## config.mk

```make
export PLATFORM = sky130hd
export DESIGN_NAME = uart_tx_arbiter_flat
export DESIGN_NICKNAME = d
export VERILOG_FILES = /design/src/rtl/uart_tx_arbiter_if.sv /design/src/rtl/uart_tx_arbiter.sv /design/src/flat_wrapper.sv
export SDC_FILE = /design/constraint.sdc
export NUM_CORES = 1
export LEC_CHECK = 0
export CORE_MARGIN = 4
export CORE_UTILIZATION = 40
export CTS_BUF_LIST = sky130_fd_sc_hd__clkbuf_4
export CTS_CLUSTER_SIZE = 30
export DETAILED_ROUTE_END_ITERATION = 8
export GPL_ROUTABILITY_DRIVEN = 0
export PLACE_DENSITY = 0.85
export SLEW_MARGIN = 20
export SYNTH_ARGS = -nofsm -noshare
export SYNTH_HDL_FRONTEND = slang
export SYNTH_SLANG_ARGS = --single-unit
```

## constraint.sdc

```tcl
create_clock -name clk -period 1.9 [get_ports clk]
set_clock_uncertainty 0.2 [all_clocks]
set_input_delay 0.57 -clock clk [delete_from_list [all_inputs] [get_ports clk]]
set_output_delay 0.57 -clock clk [all_outputs]
set_load 0.05 [all_outputs]
```

## src/rtl/uart_tx_arbiter_if.sv

```systemverilog
// Requester/TX-FIFO bundle for uart_tx_arbiter.
// master: arbiter side, slave: requesters + FIFO.
interface uart_tx_arbiter_if #(
    parameter int NumReq       = 2,
    parameter int DataBitsSize = 8
);
    logic [NumReq-1:0]              req_valid;
    logic [NumReq*DataBitsSize-1:0] req_data;
    logic [NumReq-1:0]              req_last;
    logic [NumReq-1:0]              req_ready;
    logic                           fifo_full;
    logic                           fifo_write_req;
    logic [DataBitsSize-1:0]        fifo_data;
    logic [NumReq-1:0]              grant;
    logic                           busy;

    modport master (
        input  req_valid, req_data, req_last, fifo_full,
        output req_ready, fifo_write_req, fifo_data,
        output grant, busy
    );

    modport slave (
        output req_valid, req_data, req_last, fifo_full,
        input  req_ready, fifo_write_req, fifo_data,
        input  grant, busy
    );
endinterface

```

## src/rtl/uart_tx_arbiter.sv

```systemverilog
// Round-robin, burst-locked arbiter sharing one TX FIFO write port.
// Ports: clk, rst_n (async low), bus (uart_tx_arbiter_if.master).
module uart_tx_arbiter #(
    parameter int NumReq       = 2,
    parameter int DataBitsSize = 8,
    parameter int MaxBurst     = 16,
    parameter int IdleTimeout  = 8
) (
    input  logic              clk,
    input  logic              rst_n,
    uart_tx_arbiter_if.master bus
);
    localparam int PW = (NumReq > 1) ? $clog2(NumReq) : 1;
    localparam int BW = $clog2(MaxBurst + 1);
    localparam int IW = $clog2(IdleTimeout + 1);

    localparam logic [PW-1:0] RrInit   = PW'(NumReq - 1);
    localparam logic [BW-1:0] BurstEnd = BW'(MaxBurst - 1);
    localparam logic [IW-1:0] IdleEnd  = IW'(IdleTimeout - 1);

    typedef enum logic [0:0] {
        S_IDLE,
        S_BURST
    } state_t;

    state_t              r_state;
    state_t              w_state_nxt;
    logic [PW-1:0]       r_owner;
    logic [PW-1:0]       w_owner_nxt;
    logic [PW-1:0]       r_rr_ptr;
    logic [PW-1:0]       w_rr_nxt;
    logic [NumReq-1:0]   r_grant;
    logic [NumReq-1:0]   w_grant_nxt;
    logic [BW-1:0]       r_burst_cnt;
    logic [BW-1:0]       w_burst_nxt;
    logic [IW-1:0]       r_idle_cnt;
    logic [IW-1:0]       w_idle_nxt;

    logic                w_any;
    logic [PW-1:0]       w_pick;
    logic                w_own_valid;
    logic                w_own_last;
    logic [DataBitsSize-1:0] w_own_data;
    logic                w_beat;
    logic                w_exit;

    // Nearest valid requester strictly after rr_ptr, wrapping.
    always_comb begin
        int            idx;
        logic [PW-1:0] sel;
        w_any  = 1'b0;
        w_pick = r_rr_ptr;
        idx    = 0;
        sel    = '0;
        for (int k = 1; k <= NumReq; k++) begin
            idx = int'(r_rr_ptr) + k;
            if (idx >= NumReq) begin
                idx = idx - NumReq;
            end
            sel = idx[PW-1:0];
            if (!w_any && bus.req_valid[sel]) begin
                w_any  = 1'b1;
                w_pick = sel;
            end
        end
    end

    // Owner's slice of the request bundle.
    always_comb begin
        w_own_valid = 1'b0;
        w_own_last  = 1'b0;
        w_own_data  = '0;
        for (int i = 0; i < NumReq; i++) begin
            if (r_owner == PW'(i)) begin
                w_own_valid = bus.req_valid[i];
                w_own_last  = bus.req_last[i];
                w_own_data  =
                    bus.req_data[i*DataBitsSize +: DataBitsSize];
            end
        end
    end

    // Full is sampled in the same cycle, so no write ever hits a full FIFO.
    assign w_beat = (r_state == S_BURST) && w_own_valid &&
                    !bus.fifo_full;

    assign bus.busy           = (r_state == S_BURST);
    assign bus.grant          = r_grant;
    assign bus.fifo_write_req = w_beat;
    assign bus.fifo_data      = w_beat ? w_own_data : '0;
    assign bus.req_ready      =
        ((r_state == S_BURST) && !bus.fifo_full) ? r_grant : '0;

    always_comb begin
        w_state_nxt = r_state;
        w_owner_nxt = r_owner;
        w_rr_nxt    = r_rr_ptr;
        w_grant_nxt = r_grant;
        w_burst_nxt = r_burst_cnt;
        w_idle_nxt  = r_idle_cnt;
        w_exit      = 1'b0;
        unique case (r_state)
            S_IDLE: begin
                if (w_any) begin
                    w_state_nxt = S_BURST;
                    w_owner_nxt = w_pick;
                    w_grant_nxt = NumReq'(1) << w_pick;
                    w_burst_nxt = '0;
                    w_idle_nxt  = '0;
                end
            end
            S_BURST: begin
                if (w_beat) begin
                    w_idle_nxt = '0;
                    // last and MaxBurst on one beat give a single exit
                    if (w_own_last || r_burst_cnt == BurstEnd) begin
                        w_exit = 1'b1;
                    end else begin
                        w_burst_nxt = r_burst_cnt + 1'b1;
                    end
                end else if (!w_own_valid) begin
                    if (r_idle_cnt == IdleEnd) begin
                        w_exit = 1'b1;
                    end else begin
                        w_idle_nxt = r_idle_cnt + 1'b1;
                    end
                end else begin
                    // stalled on full: owner is still active
                    w_idle_nxt = '0;
                end
                if (w_exit) begin
                    w_state_nxt = S_IDLE;
                    w_rr_nxt    = r_owner;
                    w_grant_nxt = '0;
                    w_burst_nxt = '0;
                    w_idle_nxt  = '0;
                end
            end
            default: begin
                w_state_nxt = S_IDLE;
            end
        endcase
    end

    always_ff @(posedge clk or negedge rst_n) begin
        if (!rst_n) begin
            r_state     <= S_IDLE;
            r_owner     <= '0;
            r_rr_ptr    <= RrInit;
            r_grant     <= '0;
            r_burst_cnt <= '0;
            r_idle_cnt  <= '0;
        end else begin
            r_state     <= w_state_nxt;
            r_owner     <= w_owner_nxt;
            r_rr_ptr    <= w_rr_nxt;
            r_grant     <= w_grant_nxt;
            r_burst_cnt <= w_burst_nxt;
            r_idle_cnt  <= w_idle_nxt;
        end
    end
endmodule
```

## src/flat_wrapper.sv

```systemverilog
// flat-port wrapper written by rule: the top's interface ports become plain ports
module uart_tx_arbiter_flat 
#(
    parameter int NumReq       = 2,
    parameter int DataBitsSize = 8,
    parameter int MaxBurst     = 16,
    parameter int IdleTimeout  = 8
)
  (clk, rst_n, bus_req_valid, bus_req_data, bus_req_last, bus_fifo_full, bus_req_ready, bus_fifo_write_req, bus_fifo_data, bus_grant, bus_busy);
  uart_tx_arbiter_if #(.NumReq(NumReq), .DataBitsSize(DataBitsSize)) bus_i ();
  input  logic clk;
  input  logic rst_n;
  input wire logic [$bits(bus_i.req_valid)-1:0] bus_req_valid;
  input wire logic [$bits(bus_i.req_data)-1:0] bus_req_data;
  input wire logic [$bits(bus_i.req_last)-1:0] bus_req_last;
  input wire logic [$bits(bus_i.fifo_full)-1:0] bus_fifo_full;
  output wire logic [$bits(bus_i.req_ready)-1:0] bus_req_ready;
  output wire logic [$bits(bus_i.fifo_write_req)-1:0] bus_fifo_write_req;
  output wire logic [$bits(bus_i.fifo_data)-1:0] bus_fifo_data;
  output wire logic [$bits(bus_i.grant)-1:0] bus_grant;
  output wire logic [$bits(bus_i.busy)-1:0] bus_busy;
  assign bus_i.req_valid = bus_req_valid;
  assign bus_i.req_data = bus_req_data;
  assign bus_i.req_last = bus_req_last;
  assign bus_i.fifo_full = bus_fifo_full;
  assign bus_req_ready = bus_i.req_ready;
  assign bus_fifo_write_req = bus_i.fifo_write_req;
  assign bus_fifo_data = bus_i.fifo_data;
  assign bus_grant = bus_i.grant;
  assign bus_busy = bus_i.busy;
  uart_tx_arbiter #(.NumReq(NumReq), .DataBitsSize(DataBitsSize), .MaxBurst(MaxBurst), .IdleTimeout(IdleTimeout)) u_core (.clk(clk), .rst_n(rst_n), .bus(bus_i));
endmodule
```

==> results of run 1 <==
worst max-delay path: stages (launching register included):
cell and delay [ns]:
sky130_fd_sc_hd__dfrtp_1 0.42, sky130_fd_sc_hd__mux2_4 0.38, sky130_fd_sc_hd__nand2_8 0.13, sky130_fd_sc_hd__clkinvlp_4 0.13, sky130_fd_sc_hd__buf_12 0.16
flip-flops by register name, summed over array words and instances (netlist names):
signal and cells:
u_core.bus.busy 1, u_core.bus.grant 2, u_core.r_rr_ptr 1, u_core.r_owner 1, u_core.r_burst_cnt 5, u_core.r_idle_cnt 4
kinds of logic after synthesis:
family | synth area share
compound gates | 0.157
fa+ha+maj | 0.0402
buf+inv | 0.0442
flops | 0.376
mux | 0.135
simple gates | 0.248
per-stage QoR:
stage	TNS, ns	total power [W]	hold WS (ns)
global route	-4.72	0.00246	0.378
detailed placement	-11.82	0.00191	0.328
finish	-3.77	0.00236	0.347
floorplan	-1.41	0.00129	0.0744
CTS	-3.32	0.00221	0.348
global placement	-11.01	0.00185	0.293
synth_stat cells, types with 2 or more instances:
library cell / number
sky130_fd_sc_hd__and2_1: 3
sky130_fd_sc_hd__nor2_1: 12
sky130_fd_sc_hd__dfrtp_1: 13
sky130_fd_sc_hd__nand2_1: 6
sky130_fd_sc_hd__inv_1: 6
sky130_fd_sc_hd__nand3_1: 3
sky130_fd_sc_hd__nor4_1: 2
sky130_fd_sc_hd__a31oi_1: 2
sky130_fd_sc_hd__nand4_1: 2
sky130_fd_sc_hd__ha_1: 3
sky130_fd_sc_hd__clkbuf_1: 2
sky130_fd_sc_hd__o22ai_1: 2
sky130_fd_sc_hd__nor2b_1: 2
sky130_fd_sc_hd__o21ai_0: 8
sky130_fd_sc_hd__mux2i_1: 10
sky130_fd_sc_hd__nor3_1: 6
power breakdown:
part | internal [W] | switching, W | leakage [nW] | total [W]
logic | 0.000805 | 0.000883 | 0.628 | 0.00169
registers | 0.000394 | 0.0000940 | 0.180 | 0.000488
clock network | 0.0000762 | 0.000105 | 0.0154 | 0.000182
worst paths after layout:
kind | to | slack (ns)
setup / recovery | bus_fifo_write_req | -0.38
hold / removal | u_core.r_idle_cnt[2]$_DFFE_PN0P_ | 0.35
setup reg to reg | u_core.r_rr_ptr$_DFFE_PN1P_ | -0.15
hold reg to reg | u_core.r_idle_cnt[2]$_DFFE_PN0P_ | 0.35
max in group asynchronous | u_core.r_rr_ptr$_DFFE_PN1P_ | 0.87
min in group asynchronous | u_core.r_idle_cnt[2]$_DFFE_PN0P_ | 0.38
layer usage:
layer | wire, um | global-route usage | vias up | share of wire
met5 | 0 | 0 | - | 0
met4 | 178 | 0.0915 | 0 | 0.046
met1 | 1350 | 0.236 | 554 | 0.35
li1 | - | - | 506 | -
met2 | 1900 | 0.424 | 91 | 0.49
met3 | 473 | 0.0943 | 21 | 0.12
cell usage in the layout, fill, tap and decap left out, types with 2 or more instances in the layout:
cell	instances
sky130_fd_sc_hd__mux2_4	2
sky130_fd_sc_hd__dlygate4sd2_1	4
sky130_fd_sc_hd__and2_4	2
sky130_fd_sc_hd__inv_1	5
sky130_fd_sc_hd__buf_4	23
sky130_fd_sc_hd__dfrtp_1	12
sky130_fd_sc_hd__mux2i_2	9
sky130_fd_sc_hd__buf_6	4
sky130_fd_sc_hd__nor2_4	8
sky130_fd_sc_hd__clkdlybuf4s50_1	14
sky130_fd_sc_hd__o21ai_0	8
sky130_fd_sc_hd__buf_12	14
sky130_fd_sc_hd__nand2_1	6
sky130_fd_sc_hd__buf_2	2
sky130_fd_sc_hd__nor3_1	5
sky130_fd_sc_hd__and3_4	2
sky130_fd_sc_hd__nand3_1	3
sky130_fd_sc_hd__nor2_1	4
sky130_fd_sc_hd__clkbuf_4	3
sky130_fd_sc_hd__nand4_1	2
sky130_fd_sc_hd__nor3_2	2
repair_timing:
action / CTS / global route
cloned: 1 / 0
setup endpoints to repair: 23 / 22
buffers inserted: 6 / 2
resized for setup: 32 / 10
pin swaps: 11 / 7
layout make-up:
cell class / count / area [um^2] / share of cell area
multi-input cells: 81 / 747 / 0.396
repair buffers: 62 / 696 / 0.369
flip-flops and latches: 14 / 353 / 0.187
well taps: 28 / 35.0 / 0.0186
inverters: 6 / 26.3 / 0.0139
clock buffers: 3 / 22.5 / 0.0119
clock inverters: 1 / 3.75 / 0.00199
diodes: 1 / 2.50 / 0.00133
==> results list, run 1 <==
* Outcome: finished with violations
- Violations in the final reports: negative setup slack
- Sum of routed wire length over all layers: 3910 um
* Layout area overhead: 102%
- The tool flagged a number of max-cap violations equal to 0.
* Layout Nets: 194
* Final count of pins violating max slew: 0
- Y dimension of the die: 56.3 um
- Worst-case reg-to-reg path depth: 6
- Full die area: 0.00317 mm^2
* Antenna-violating nets left: 0
* FILL cells: 105
- Synth unique cells: 37
- RSZ-0062 raised after global routing: true
- Of the available clock period, the critical path in the final layout requires 1.20.
- Number of clock buffers inserted by TritonCTS: 3
* Max_slew headroom: 0.764
* Async S/R FF share, synth: 1.00
- The tree built by TritonCTS fans out to 14 sinks.
* Final Hold Fails: 0
* Number of DRC violations after detailed routing: 0
* Pwr/cell area: 1250 mW/mm^2
- For this run, the share of the core covered by cells in the final layout is 0.852.
- Initial drt markers: 50
- After detailed placement, the total cell area comes to 0.00168 mm^2.
- Clock transition at the registers of the reported paths: 0.09 ns
- During placement, the flow inserted port buffers numbering 36.
* Via-to-Cell Ratio: 5.98
* Mapped Cells: 103
- TritonCTS built the clock tree.
- At the pin with the least slew margin, the transition time is 0.353 ns.
- Crit path required time: 1.13 ns
* Placed instance count: 182
- Yosys mapped a number of flops with a built-in enable equal to 0.
* Cell at the root of the clock tree: sky130_fd_sc_hd__clkbuf_4
- Routed len/inst: 19.9 um
- Hold depth: 1
- Starting density of the core: 0.423
* Critical path startpoint category: flop
- Of the synthesized area, sequential elements account for 0.376.
- The number of nets handed over by synthesis was 129.
- Synthesized area: 935 um^2
* Largest cells by area after synthesis: sky130_fd_sc_hd__dfrtp_1 (35%), sky130_fd_sc_hd__mux2i_1 (11%), sky130_fd_sc_hd__nor2_1 (4.8%)
- The min-delay analysis places its worst path in the category flop to flop.
- Area leader, netlist: sky130_fd_sc_hd__dfrtp_1
* Type of the setup path with the least slack: flop to output pin
- Setup violations remaining at the end of the flow were counted as 17.
- After floorplanning, the core was sized to cover 0.00221 mm^2.
- Synthesis inferred 14 register bits.
- Crit end category: output pin
* Post-route insts no fill: 196
* Area share of the largest cell type after synthesis: 0.348
- From left edge to right edge, the die measures 56.3 um.
- Once detailed placement completed, the half-perimeter wirelength came to 2160 um.
- FMAX: 0.439 GHz
* Leak Pwr: 0.823 nW
- Of the cells placed in the final design, the portion with a size suffix greater than 1 is 0.527.
- At the placement stage, the worst setup path has a slack of -0.651 ns.
* Router iterations before antenna repair: 4
- The first global-routing pass estimated 5690 um of wire.
- Startpoint of the lowest-slack hold path: u_core.r_idle_cnt[2]$_DFFE_PN0P_
* Peak fanout along the critical path: 5
- Warnings from Yosys: 0
- Number of rows in the core area: 17
* Overall via count from detail_route: 1172
- After layout, the minimum clock period comes to 2.28 ns.
* Dominant register cell in the synthesized netlist: sky130_fd_sc_hd__dfrtp_1
- Across all setup checks in the final design, the least slack found is -0.378 ns.
- Number of H-tree branching levels: 1
* Layout Cell Area excl Fill: 0.00189 mm^2
- Number of buffers between clock root and the deepest sink: 2
- In this run the worst setup path begins at u_core.r_owner$_DFFE_PN0P_.
- Post-Syn Area per Cell: 9.07 um^2
- The number of global-route vias before repair is 1229.
- IR analysis of the VDD net gives a maximum drop of 1.01 mV.
* All-Layer GR Usage: 0.234
- In this run the critical register-to-register path is launched from u_core.r_burst_cnt[1]$_DFFE_PN0P_.
- Clock latency on the worst-skew pair, taken at its later pin, is 0.28 ns.
- I/O pin total: 37
* Pin count of the biggest net entering global routing: 15
* Data arrival time of the critical path: 1.51 ns
* Number of antenna violations at the first check in global routing: 1
- Post-cts hold buffer count: 0
- Remaining Overflow, GRT: 0
Power figures use the tool's default switching activity.
==> inputs of run 2 (changes only) <==
--- a/config.mk
+++ b/config.mk
@@ -5,6 +5,7 @@
 export SDC_FILE = /design/constraint.sdc
 export NUM_CORES = 1
 export LEC_CHECK = 0
+export CAP_MARGIN = 20
 export CORE_MARGIN = 4
 export CORE_UTILIZATION = 40
 export CTS_BUF_LIST = sky130_fd_sc_hd__clkbuf_4
==> results of run 2 <==
Same layout as run 1: the final DEF is identical, and so are final timing and power.
==> inputs of run 3 (changes only) <==
--- a/config.mk
+++ b/config.mk
@@ -5,14 +5,15 @@
 export SDC_FILE = /design/constraint.sdc
 export NUM_CORES = 1
 export LEC_CHECK = 0
+export ABC_AREA = 1
 export CAP_MARGIN = 20
 export CORE_MARGIN = 4
-export CORE_UTILIZATION = 40
+export CORE_UTILIZATION = 41
 export CTS_BUF_LIST = sky130_fd_sc_hd__clkbuf_4
 export CTS_CLUSTER_SIZE = 30
 export DETAILED_ROUTE_END_ITERATION = 8
 export GPL_ROUTABILITY_DRIVEN = 0
-export PLACE_DENSITY = 0.85
+export PLACE_DENSITY = 0.84
 export SLEW_MARGIN = 20
 export SYNTH_ARGS = -nofsm -noshare
 export SYNTH_HDL_FRONTEND = slang
==> results list, run 3 <==
- The worst path in the final design needs a cycle of 2.17 ns, including I/O delays and setup.
- Clock network fraction of total power: 0.069
- Of the available clock period, the critical path in the final layout requires 1.14.
- Number of clock buffers inserted by TritonCTS: 3
- Chip width: 57.8 um
* Most common cell after layout, fill and taps aside: sky130_fd_sc_hd__nand2_1
- Startpoint of the lowest-slack hold path: u_core.r_rr_ptr$_DFFE_PN1P_
* Number of maximum-capacitance violations: 0
- Worst reg2reg path startpoint: u_core.r_burst_cnt[1]$_DFFE_PN0P_
- Peak supply drop: 1.24 mV
- The initial utilization of the core area, before any placement, comes to 0.446.
- Along the worst hold path, the cell count comes to 2.
* Area leader, netlist: sky130_fd_sc_hd__dfrtp_1
- Outcome: finished with violations
* Slack of the worst reg-to-reg path: 0.10 ns
- Layout cells sized above 1: 0.489
- Data on the critical path arrives at its endpoint at 1.40 ns.
- Summing internal, switching and leakage power gives 0.00253 W.
- The finished layout holds 214 standard cells, fillers aside.
* Post-cts hold buffer count: 0
- The register with the most flip-flops in the final layout is u_core.r_burst_cnt.
* Number of buffers between clock root and the deepest sink: 2
- In the final routed layout, each cell accounts on average for 15.3 um.
- Of the total power, the share spent switching nets is 0.500.
- The tightest min-delay check is of the flop to flop type.
- Destination of the worst hold path: u_core.r_rr_ptr$_DFFE_PN1P_
* Cell at the root of the clock tree: sky130_fd_sc_hd__clkbuf_4
- Warnings from Yosys: 0
- Layout area overhead: 87.9%
- The initial antenna violation count is 0.
- Of the total power, registers draw 0.194.
- Number of I/O port buffers: 36
- Crit path required time: 1.13 ns
* Net switching component of the power: 0.00127 W
* Number of H-tree branching levels: 1
- In this run the remaining antenna-violating nets after routing total 0.
- Of all nets on the critical path, the largest fanout is 5.
- Number of rows in the core area: 17
- Once detailed placement completed, the half-perimeter wirelength came to 2410 um.
- Of the total power, combinational logic draws 0.737.
- 37 I/O pins were placed.
* Type of the setup path with the least slack: flop to output pin
- Placed instance count: 205
- For this design the ratio of total power to cell area is 1330 mW/mm^2.
- Synthesized netlist net count: 155
- Max_slew headroom: 0.743
- Measured on the finished design, the core utilization comes to 0.839.
- CTS tree: built
- Layout Nets: 213
- Endpoint of the worst register-to-register path: u_core.bus.grant[0]$_DFFE_PN0P_
- Clk_lat worst skew: 0.28 ns
- Highest-count cells in the layout ignoring fill and taps: sky130_fd_sc_hd__nand2_1 (26), sky130_fd_sc_hd__buf_4 (17), sky130_fd_sc_hd__nand2_2 (16), sky130_fd_sc_hd__dlygate4sd2_1 (16), sky130_fd_sc_hd__buf_12 (14)
- In this run the mean area of a mapped cell was 7.88 um^2.
- Synth unique cells: 29
* Clock transition at the registers of the reported paths: 0.09 ns
- Initial drt markers: 15
* FMAX: 0.461 GHz
* Number of enable flip-flop cells after synthesis: 0
* Async S/R FF share, synth: 1.00
- Measured in cells, the most critical reg-to-reg path has a length of 10.
* Via-to-Cell Ratio: 5.15
* Number of diodes added for antenna fixing: 0
* Cell Int Power: 0.00127 W
* Commonest cells in the synthesized netlist: sky130_fd_sc_hd__nand2_1 (43), sky130_fd_sc_hd__dfrtp_1 (13), sky130_fd_sc_hd__inv_1 (11)
- Crit end category: output pin
- Overall via count from detail_route: 1103
- Final Hold Fails: 0
* Violations in the final reports: negative setup slack
- The floorplan step defined a die boundary enclosing 0.00334 mm^2.
- STA classifies the critical path startpoint as a flop.
* RSZ-0062 raised after global routing: true
- At the pin with the least slew margin, the transition time is 0.384 ns.
- The mapped netlist covers 0.00102 mm^2.
- Among all flip-flop cells after synthesis, the most frequent one is sky130_fd_sc_hd__dfrtp_1.
- Wire length of the first global-routing pass: 5330 um
- Remaining Overflow, GRT: 0
* Number of global-route vias before repair: 1114
* Router iterations before antenna repair: 4
- Summed over all cells, the static leakage comes to 0.856 nW.
- Least setup slack across all paths after layout: -0.268 ns
- Sum of routed wire length over all layers: 3280 um
* Most common cell in the netlist: sky130_fd_sc_hd__nand2_1
- Number of DRC violations after detailed routing: 0
- For this run, the total global-route usage over all layers was measured as 0.205.
- Number of flip-flops under the largest register name: 5
- The final count of pins violating max slew came to 0.
- Pin count of the biggest net entering global routing: 12
- Of the post-synthesis cell area, the dominant cell type holds 0.320.
- After synthesis, the cell types taking the most area are sky130_fd_sc_hd__dfrtp_1 (32%), sky130_fd_sc_hd__nand2_1 (16%), sky130_fd_sc_hd__nand3_4 (5.2%).
- In the synthesized netlist, the number of instances is 129.
* Register area share after synthesis: 0.346
- The floorplan step defined a core boundary enclosing 0.00228 mm^2.
* Number of synthesized register bits: 14
- Final hold analysis gives a worst-case slack of 0.305 ns.
- Y dimension of the die: 57.8 um
* Total clock sinks: 14
- Setup violation total in the final timing report: 11
[run 3: power by group through the flow]
| stage | clock (W) | sequential (W) | combinational (W) |
|---|---|---|---|
| final | 0.000176 | 0.000490 | 0.00187 |
| after global routing | 0.000193 | 0.000505 | 0.00198 |
| after CTS | 0.000181 | 0.000479 | 0.00181 |
| after detailed placement | 0 | 0.000487 | 0.00165 |
| after global placement | 0 | 0.000479 | 0.00160 |
| after floorplan | 0 | 0.000556 | 0.000945 |
[run 3: timing repair]
item	in CTS	in global routing
pin swaps	21	4
endpoints found under the setup margin	15	24
buffers inserted	3	1
gates resized for setup	51	7
gates cloned	1	0
[run 3: cell type report]
class | count | area [um^2]
multi-input combinational | 98 | 792
timing repair buffer | 55 | 632
fill | 116 | 367
sequential | 14 | 353
inverter | 15 | 71.3
tap | 28 | 35.0
clock buffer | 3 | 22.5
clock inverter | 1 | 3.75
[run 3: cells by family (layout without fill, tap and decap cells)]
| group | Yosys count | count (layout) | share of synthesized area |
|---|---|---|---|
| XOR/XNOR | 2 | 2 | 0.0172 |
| flip-flops | 14 | 14 | 0.346 |
| buffers and inverters | 18 | 74 | 0.0899 |
| AO/OA/AOI/OAI | 20 | 20 | 0.0998 |
| adder cells (fa/ha/maj) | 3 | 3 | 0.0369 |
| AND/OR/NAND/NOR | 72 | 73 | 0.410 |
[run 3: per-layer routing]
layer | vias up | share of wire | track usage
met5 | - | 0 | 0
met4 | 0 | 0.027 | 0.0894
met3 | 6 | 0.045 | 0.0200
met2 | 37 | 0.52 | 0.358
met1 | 525 | 0.41 | 0.254
li1 | 535 | - | -
[run 3: worst max-delay path by stage]
stage | start | endpoint | slack [ns]
floorplan | u_core.bus.busy$_DFF_PN0_ | bus_fifo_data[0] | -0.21
global placement | bus_fifo_full | bus_fifo_data[4] | -0.54
detailed placement | bus_req_valid[1] | bus_fifo_data[3] | -0.59
CTS | u_core.bus.busy$_DFF_PN0_ | bus_fifo_data[3] | -0.25
global route | u_core.r_owner$_DFFE_PN0P_ | bus_fifo_data[3] | -0.33
finish | u_core.r_owner$_DFFE_PN0P_ | bus_fifo_data[3] | -0.27
[run 3: worst max-delay path, stage by stage, from the launching register on]
cell,delay (ns)
sky130_fd_sc_hd__dfrtp_1,0.41
sky130_fd_sc_hd__inv_2,0.11
sky130_fd_sc_hd__nand2_4,0.08
sky130_fd_sc_hd__nand2_8,0.11
sky130_fd_sc_hd__nand2_8,0.09
sky130_fd_sc_hd__a21oi_4,0.16
sky130_fd_sc_hd__buf_12,0.15
[run 3: through the flow]
stage | area [um^2] | setup WS, ns | TNS (ns)
global route | 1910 | -0.331 | -3.20
floorplan | 1140 | -0.215 | -2.07
CTS | 1870 | -0.251 | -2.48
detailed placement | 1760 | -0.586 | -9.17
global placement | 1760 | -0.545 | -8.28
finish | 1910 | -0.268 | -2.56
==> patch (flow settings as in run 3) <==
Compare `r_burst_cnt` against `BurstEnd` with >= in place of ==.
--- a/src/rtl/uart_tx_arbiter.sv
+++ b/src/rtl/uart_tx_arbiter.sv
@@ -113,7 +113,7 @@
                 if (w_beat) begin
                     w_idle_nxt = '0;
                     // last and MaxBurst on one beat give a single exit
-                    if (w_own_last || r_burst_cnt == BurstEnd) begin
+                    if (w_own_last || r_burst_cnt >= BurstEnd) begin
                         w_exit = 1'b1;
                     end else begin
                         w_burst_nxt = r_burst_cnt + 1'b1;
Function: same outputs for any inputs over 10 cycles, from zero or initial values and one cycle with rst_n low; that may be too few to reach the edited logic, so the function may still have changed.
==> patch against run 3 <==
The flow still finishes with violations (setup timing). Synthesized area is 2.2% lower. Largest cell class unchanged. Setup slack got worse by 76 ps. Final area decreased by 1.1%. Synthesized cell count shrank 0.78%. Sequential share of layout area up 0.21 points. Sequential cell count is the same. Power is 3.5% higher. First-iteration DRC count grew 53%. Routed wire length increased by 7.8%. Via count up 2.0%. Largest power group unchanged. Highest routed layer unchanged. Critical endpoint is now bus_fifo_data[7]. Sequential power rose by 4.5%. Die area shrank 1.9%.
==> patch: results (changes against run 3) <==
Status
  – Status: finished with violations
  – Failing checks: setup timing

Synth
  – Syn_area_per_cell: 7.76 um^2 (-1.5%)
  – Async S/R FF share, synth: 1.00 (unchanged)
  – Mux cell area share after synthesis: 0 (unchanged)
  – Unique masters post-synth: 26 (-10%)
  – Post-synthesis compound-gate area fraction: 0.144 (+0.0438)
  – Syn nets: 154 (-0.65%)
  – Adder-cell share of the synthesized area: 0.0378 (+0.000838)
  – Top cells by count, synth: nand2_1 (39), dfrtp_1 (13), inv_1 (11), nor2_1 (11), a21oi_1 (9)
  – Synth top area cells: dfrtp_1 (33%), nand2_1 (15%), a21oi_1 (4.5%)
  – XOR/XNOR Fraction of Synth Area: 0.0176 (+0.000391)
  – Post-synthesis sequential area ratio: 0.354 (+0.00785)
  – Yosys warns: 0 (unchanged)

Hold path
  – WHS Path Cells: 2 (unchanged)
  – Min-Delay Path Class: reg -> reg

Clock network
  – CTS root buf: clkbuf_4
  – H-Tree Depth: 1 (unchanged)
  – Clock transition at path regs: 80 ps
  – Clock latency on the worst-skew pair: 290 ps
  – Buffer depth of the longest clock path: 2 (unchanged)
  – CTS Buf Count: 3 (unchanged)

Cells and area
  – Post-Layout Cell Count: 215 (+0.47%)
  – ANT cells: 0 (unchanged)
  – Number of flip-flops under the largest register name: 5 (unchanged)
  – Nets@finish: 214 (+0.47%)
  – Top reg by flops: u_core.r_burst_cnt
  – Proportion of layout cells with a drive suffix above 1: 0.492 (+0.00273)

GRT
  – Global-route wire length before repair: 5650 um (+6.1%)
  – Initial antenna violation count: 0 (unchanged)
  – Total global routing overflow: 0 (unchanged)
  – Number of global-route vias before repair: 1226 (+10%)
  – All-Layer GR Usage: 0.224 (+0.0193)
  – Largest net degree at the start of global routing: 15 (+3)

Drt
  – Drt pass-1 iters: 4 (unchanged)
  – DR vias/cell: 5.23 (+1.5%)
  – Drt first-iter violations: 23 (+8)
  – Drt wl/cell: 16.4 um (+7.3%)

Pwr
  – Lkg Pwr: 0.000851 uW (-0.62%)
  – Peak supply drop: 0.000928 V (-25%)

Setup path
  – Largest fanout on the critical path: 4 (-1)
  – Critical Path Max Stage Delay: 370 ps (-40 ps)
  – Worst reg2reg path depth: 13 (+3)
  – Critical path's top delay family: compound AO/OA/AOI/OAI gates
  – Slowest-stage cell, CP: dfrtp_1
  – Worst Path Arrival: 1470 ps (+70 ps)

Placed design
  – Port Buf Inserts: 36 (unchanged)
  – Placed Cells: 202 (-1.5%)
  – Pre-CTS WS: -681 ps (-94.7 ps)
  – Post-DP HPWL: 2330 um (-3.7%)

Timing
  – Post-Route Setup TNS: -3240 ps (-683 ps)
  – Final setup margin: -344 ps (-76.0 ps)
  – Rel. slew slack: 0.795 (+0.0517)
  – # setup viols final: 13 (+2)
patch: cell count changes in the layout (fill, tap and decap cells not counted), sizes merged, moves of 2 or more:
cell,run 3,this run
nand4,3,1
nand2,50,46
dlygate4sd2,16,5
nor2,8,13
clkdlybuf4s50,3,14
nand3,10,8
buf,34,37
clkdlybuf4s15,2,0
patch: through the flow:
| step | hold slack (ps) | area [um^2] |
|---|---|---|
| after floorplan | 74.4 | 1120 |
| after global placement | 259 | 1720 |
| after detailed placement | 271 | 1720 |
| after CTS | 284 | 1840 |
| final | 306 | 1890 |
| after global routing | 313 | 1890 |
patch: worst register-to-register path: stages, from the launching register on:
cell and delay [ps]:
dfrtp_1 400, ha_2 200, nand2_1 80, nor2_1 50
ha_2 150, nor2_1 90, nand2_1 60, nor2_1 90
nand2_1 70, nand2_2 110, nand3_4 170, nand2_2 120
nand2_1 60, inv_1 50
patch: cell families (layout without fill, tap and decap cells):
family / after synthesis / count (layout)
adders and majority gates: 3 / 3
AOI/OAI and AO/OA: 24 / 24
DFF: 14 / 14
buffers and inverters: 17 / 75
xor gates and xnor gates: 2 / 2
and+or+nand+nor: 68 / 69
patch: per-layer routing:
metal / global-route usage / vias up / part of all wire
met5: 0 / - / 0
met4: 0.109 / 0 / 0.025
met3: 0.0317 / 11 / 0.051
met2: 0.411 / 43 / 0.53
met1: 0.251 / 538 / 0.39
li1: - / 533 / -
patch: repair_timing:
| action | CTS | global route |
|---|---|---|
| cloned | 1 | 0 |
| pin swaps | 18 | 12 |
| hold endpoints to repair | 0 | 0 |
| gates resized for setup | 32 | 13 |
| setup endpoints to repair | 23 | 23 |
| buffers inserted | 7 | 1 |
patch: path summary, 6_finish.rpt:
| check | from | endpoint | slack, ps |
|---|---|---|---|
| max | u_core.r_owner | bus_fifo_data[7] | -340 |
| min | u_core.r_rr_ptr | u_core.r_rr_ptr | 310 |
| max reg2reg | u_core.r_burst_cnt[1] | u_core.r_burst_cnt[3] | -40 |
| min reg2reg | u_core.r_rr_ptr | u_core.r_rr_ptr | 310 |
| max in group asynchronous | rst_n | u_core.r_rr_ptr | 850 |
| min in group asynchronous | rst_n | u_core.bus.grant[0] | 390 |
patch: where the power goes:
group / leakage (uW) / internal, uW / total (uW) / switching (uW)
clock network: 0.0000154 / 76.5 / 179 / 103
logic: 0.000659 / 806 / 1930 / 1120
registers: 0.000176 / 410 / 512 / 101
patch: final cells by class:
type | count | area (um^2)
timing repair buffer | 57 | 647
inverter | 14 | 62.6
fill | 125 | 367
clock inverter | 1 | 3.75
tap | 28 | 35.0
clock buffer | 3 | 22.5
multi-input combinational | 98 | 764
sequential | 14 | 353
